File: src/rtl/fmau_acc_pkg.sv
// fmau_acc_pkg: shared state encoding, default widths and signed range helpers for FMAU accumulate stages
package fmau_acc_pkg;
  typedef enum logic [1:0] {IDLE, ACCUM, HOLD} state_t;
  localparam int PROD_W = 16;
  localparam int ACC_W = 24;
  localparam int CNT_W = 8;
  function automatic logic [63:0] smax(int w);
    return (64'd1 << (w - 1)) - 64'd1;
  endfunction
  function automatic logic [63:0] smin(int w);
    return ~smax(w);
  endfunction
endpackage

File: src/rtl/sat_signed_add.sv
// sat_signed_add: sign-extending add of a narrow operand into a wide one, saturating to the wide signed range
module sat_signed_add
  import fmau_acc_pkg::*;
#(
  parameter int ACC_W = 24,
  parameter int PROD_W = 16
) (
  input  logic [ACC_W-1:0]  a,
  input  logic [PROD_W-1:0] b,
  output logic [ACC_W-1:0]  sum,
  output logic              ovf
);
  logic [ACC_W:0] s;
  assign s = {a[ACC_W-1], a} + {{(ACC_W + 1 - PROD_W){b[PROD_W-1]}}, b};
  // the extra top bit disagrees with the sign bit exactly when the result left the ACC_W range
  assign ovf = s[ACC_W] ^ s[ACC_W-1];
  assign sum = ovf ? (s[ACC_W] ? ACC_W'(smin(ACC_W)) : ACC_W'(smax(ACC_W))) : s[ACC_W-1:0];
endmodule

File: src/rtl/signed_product_accumulator.sv
// signed_product_accumulator: sums a packet of signed products with saturation and hands off sum, count and overflow
module signed_product_accumulator
  import fmau_acc_pkg::*;
#(
  parameter int PROD_W = 16,
  parameter int ACC_W = 24,
  parameter int CNT_W = 8
) (
  input  logic              clk,
  input  logic              rst_n,
  input  logic              in_valid,
  output logic              in_ready,
  input  logic [PROD_W-1:0] in_prod,
  input  logic              in_last,
  output logic              out_valid,
  input  logic              out_ready,
  output logic [ACC_W-1:0]  out_acc,
  output logic [CNT_W-1:0]  out_count,
  output logic              out_ovf
);
  state_t state;
  logic [ACC_W-1:0] acc, sum;
  logic [CNT_W-1:0] count;
  logic ovf, add_ovf;
  sat_signed_add #(.ACC_W(ACC_W), .PROD_W(PROD_W)) u_add (
    .a(acc), .b(in_prod), .sum(sum), .ovf(add_ovf)
  );
  assign in_ready = state != HOLD;
  assign out_acc = acc;
  assign out_count = count;
  assign out_ovf = ovf;
  // beat accept and output handshake are exclusive because in_ready is low in HOLD
  always_ff @(posedge clk or negedge rst_n) begin
    if (!rst_n) begin
      state <= IDLE;
      acc <= '0;
      count <= '0;
      ovf <= 1'b0;
      out_valid <= 1'b0;
    end else if (in_valid && in_ready) begin
      acc <= sum;
      ovf <= ovf | add_ovf;
      count <= &count ? count : count + CNT_W'(1);
      state <= in_last ? HOLD : ACCUM;
      out_valid <= in_last;
    end else if (out_valid && out_ready) begin
      acc <= '0;
      count <= '0;
      ovf <= 1'b0;
      out_valid <= 1'b0;
      state <= IDLE;
    end
  end
endmodule

File: config.mk
export PLATFORM = sky130hd
export DESIGN_NAME = signed_product_accumulator
export DESIGN_NICKNAME = d
export VERILOG_FILES = /design/src/rtl/fmau_acc_pkg.sv /design/src/rtl/sat_signed_add.sv /design/src/rtl/signed_product_accumulator.sv
export SDC_FILE = /design/constraint.sdc
export NUM_CORES = 1
export LEC_CHECK = 0
export BUFFER_PORTS_ARGS = -buffer_cell sky130_fd_sc_hd__buf_2
export CORE_MARGIN = 5
export CORE_UTILIZATION = 26
export CTS_CLUSTER_DIAMETER = 40
export DETAILED_ROUTE_END_ITERATION = 8
export SKIP_CTS_REPAIR_TIMING = 1
export SYNTH_ARGS = -nofsm -noshare
export SYNTH_HDL_FRONTEND = slang
export SYNTH_HIERARCHICAL = 1
export SYNTH_SLANG_ARGS = --single-unit
File: constraint.sdc
create_clock -name clk -period 4.7 [get_ports clk]
set_input_delay 0.235 -clock clk [delete_from_list [all_inputs] [get_ports clk]]
set_output_delay 0.235 -clock clk [all_outputs]
set_load 0.005 [all_outputs]
==> impl_metrics.json <==
{
  "hold_violations": 0,
  "crit_chain": "ha_1 -> a21o_1 -> a311oi_1 -> o41ai_2 -> o21ai_1 -> nand2_1 -> mux2i_4 -> or3b_1 -> a22o_1",
  "tightest_slew_ns": 0.847,
  "cts.clk_slew.worst_paths_ns": 0.07,
  "design_area_um2": 3910,
  "maxSlewViolCount": 0,
  "cpMaxStageDelayCell": "nand2_1",
  "cp.arrival_ns": 3.81,
  "final_common_cell": "buf_2",
  "rsz0062_at_grt": "false",
  "place.gp.congestion": 0.929,
  "initial_core_util_pct": 26.4,
  "power_density_nw_per_um2": 781,
  "final_cell_count_no_fill": 615,
  "cts.sinks": 35,
  "die_x_um": 123,
  "relSlewSlack_pct": 43.5,
  "hold-worst-slack_ns": 0.0528,
  "synthCells": 398,
  "grt_pass1_wl_um": 17200,
  "dp.final_hpwl_um": 8080,
  "max_freq_mhz": 275,
  "ios": 56,
  "power.leakage_nw": 1.74,
  "drt-total-wl_um": 10600,
  "skew_ns": 0.00821,
  "yosysSeqAreaShare_pct": 26.2,
  "synth_top_cell_by_area": "dfrtp_1",
  "seqPwrFrac_pct": 17.3,
  "avgSynthCellArea_um2": 8.38,
  "area_growth_pct": 17.2,
  "vias": 3380,
  "die-area_um2": 15200,
  "switchingPower_mw": 1.52,
  "root_buffer": "clkbuf_16",
  "grt_antenna_before_repair": 0,
  "drv_cap": 0,
  "cts_tree": "yes",
  "routedWlPerCell_um": 17.3,
  "syn_area_um2": 3340,
  "die_y_um": 123,
  "tns_ns": 0,
  "ant_nets": 0,
  "firstDrtPassIters": 5,
  "synthDominantCellAreaShare_pct": 26.2,
  "switching_share_pct": 49.8,
  "clkPwrFrac_pct": 13.3,
  "slowest_delay_ns": 0.57,
  "fin_crit_ns": 3.63,
  "dp.cells": 607,
  "synth.distinct_cells": 66,
  "cts-htree-levels": 2,
  "drc": 0,
  "ys.flop_type": "dfrtp_1",
  "grt_max_degree": 37,
  "cts_buffer_depth": 2,
  "grt.total_usage_pct": 14.2,
  "hp-class": "in2async",
  "r2r_setup_slack_ns": 1.07,
  "multi_input_area_um2": 2350,
  "grt_overflow": 0,
  "synth_area_leaders": "dfrtp_1 26%, ha_1 9.4%, a22o_1 6.6%, a21oi_1 6.0%, nand2_1 4.0%",
  "synth.net_count": 445,
  "crit_path_end_kind": "register",
  "layout_common_cells": "55 x buf_2, 40 x a21oi_1, 36 x nand2_1, 35 x dfrtp_1, 26 x o21ai_0",
  "ys_ff_latch": 35,
  "setup_viol_count_final": 0,
  "startpoint_type": "register",
  "seqCellArea_um2": 876,
  "initialDrtViolationCount": 204,
  "dpl_cell_area_um2": 3740,
  "pwr-share-comb_pct": 69.3,
  "cp_max_fo": 17,
  "coreArea_um2": 12600,
  "required_ns": 4.87,
  "synth-async-reset-ratio_pct": 100,
  "crit_type": "reg2reg",
  "num_rows": 41,
  "port_buffers": 55,
  "outcome": "complete, no violations",
  "via_per_inst": 5.50,
  "layout-drive-gt1-share_pct": 19.4,
  "synth_edf_count": 0,
  "grt_pass1_vias": 3314,
  "ir_worst_vdd_uv": 307,
  "n_fill_cell": 1361,
  "antennaDiodeCount": 0,
  "period_share_pct": 77.3,
  "nNetsFinal": 489,
  "numCtsBuffers": 5,
  "yosysWarnings": 6,
  "p_int_mw": 1.53,
  "insertion_delay_ns": 0.29
}
[cell type report]
cell class                 instances  area share, %
sequential                        35           22.4
timing repair buffer              56           7.23
tap                              172           5.50
clock inverter                     3           1.22
inverter                           4          0.384
multi-input combinational        340           60.1
clock buffer                       5           3.20
[worst paths after layout]
path                        startpoint      endpoint  depth (start not counted)
setup / recovery           out_acc[12]   out_acc[18]                          9
setup reg to reg           out_acc[12]   out_acc[18]                          9
hold reg to reg               state[0]      state[0]                          2
min in group clk               in_last      state[0]                          2
hold / removal                   rst_n  out_count[0]                          1
max in group asynchronous        rst_n   out_acc[15]                          1
[metrics by stage]
stage / power, mW / setup slack (ns) / util (%)
final: 3.06 / 1.07 / 31.0
after global routing: 3.31 / 0.836 / 31.0
after CTS: 3.05 / 1.14 / 31.0
after detailed placement: 2.63 / 1.17 / 29.6
after global placement: 2.60 / 1.26 / 29.6
after floorplan: 2.06 / 1.76 / -
[logic make-up after synthesis]
group	share of synthesized area, %
DFF	26.2
xor gates and xnor gates	3.94
and+or+nand+nor	20.8
adders and majority gates	9.97
AOI/OAI and AO/OA	34.3
muxes	1.35
buffers and inverters	3.41
[cells in the mapped netlist (2+ instances only)]
| cell | instances |
|---|---|
| a211oi_1 | 5 |
| a211oi_2 | 2 |
| a21boi_0 | 2 |
| a21o_1 | 11 |
| a21oi_1 | 40 |
| a22o_1 | 25 |
| a311oi_1 | 2 |
| a31oi_1 | 4 |
| a41oi_1 | 3 |
| and2_1 | 4 |
| and3_1 | 2 |
| and4_1 | 4 |
| buf_2 | 4 |
| buf_4 | 4 |
| clkbuf_1 | 10 |
| dfrtp_1 | 35 |
| ha_1 | 25 |
| inv_1 | 4 |
| mux2_2 | 2 |
| nand2_1 | 36 |
| nand2b_1 | 3 |
| nand3_1 | 21 |
| nand4_1 | 4 |
| nor2_1 | 22 |
| nor3_1 | 15 |
| nor3_2 | 4 |
| nor4_1 | 3 |
| o211a_1 | 2 |
| o211ai_1 | 14 |
| o21a_1 | 4 |
| o21ai_0 | 26 |
| o21ai_1 | 2 |
| o311a_1 | 2 |
| o31ai_1 | 3 |
| or3_1 | 4 |
| or4_1 | 2 |
| xnor2_1 | 5 |
| xor2_1 | 10 |
[power by group through the flow]
stage / clock network, mW / registers (mW) / logic (mW)
after detailed placement: 0 / 0.536 / 2.09
after global routing: 0.428 / 0.549 / 2.33
after global placement: 0 / 0.532 / 2.06
after CTS: 0.416 / 0.532 / 2.10
after floorplan: 0 / 0.524 / 1.54
final: 0.408 / 0.530 / 2.12
[flip-flops by register name, summed over array words and instances, names as in the netlist]
signal     cells
out_count      8
out_acc       24
out_valid      1
out_ovf        1
state          1
[metal layers]
metal	GRT usage, %	vias to the layer above	routed length [um]	part of all wire (%)
li1	-	1634	-	-
met3	2.01	13	523	4.9
met4	4.15	0	187	1.8
met1	19.3	1610	4850	46
met5	0	-	0	0
met2	23.4	123	5060	48
[critical path: cells and delay by family, from the launching register on]
kind	cells	cell delay [ns]
AOI/OAI and AO/OA	5	1.20
and+or+nand+nor	2	0.95
muxes	1	0.49
adders and majority gates	1	0.45
DFF	1	0.42
Power figures use the tool's default switching activity.
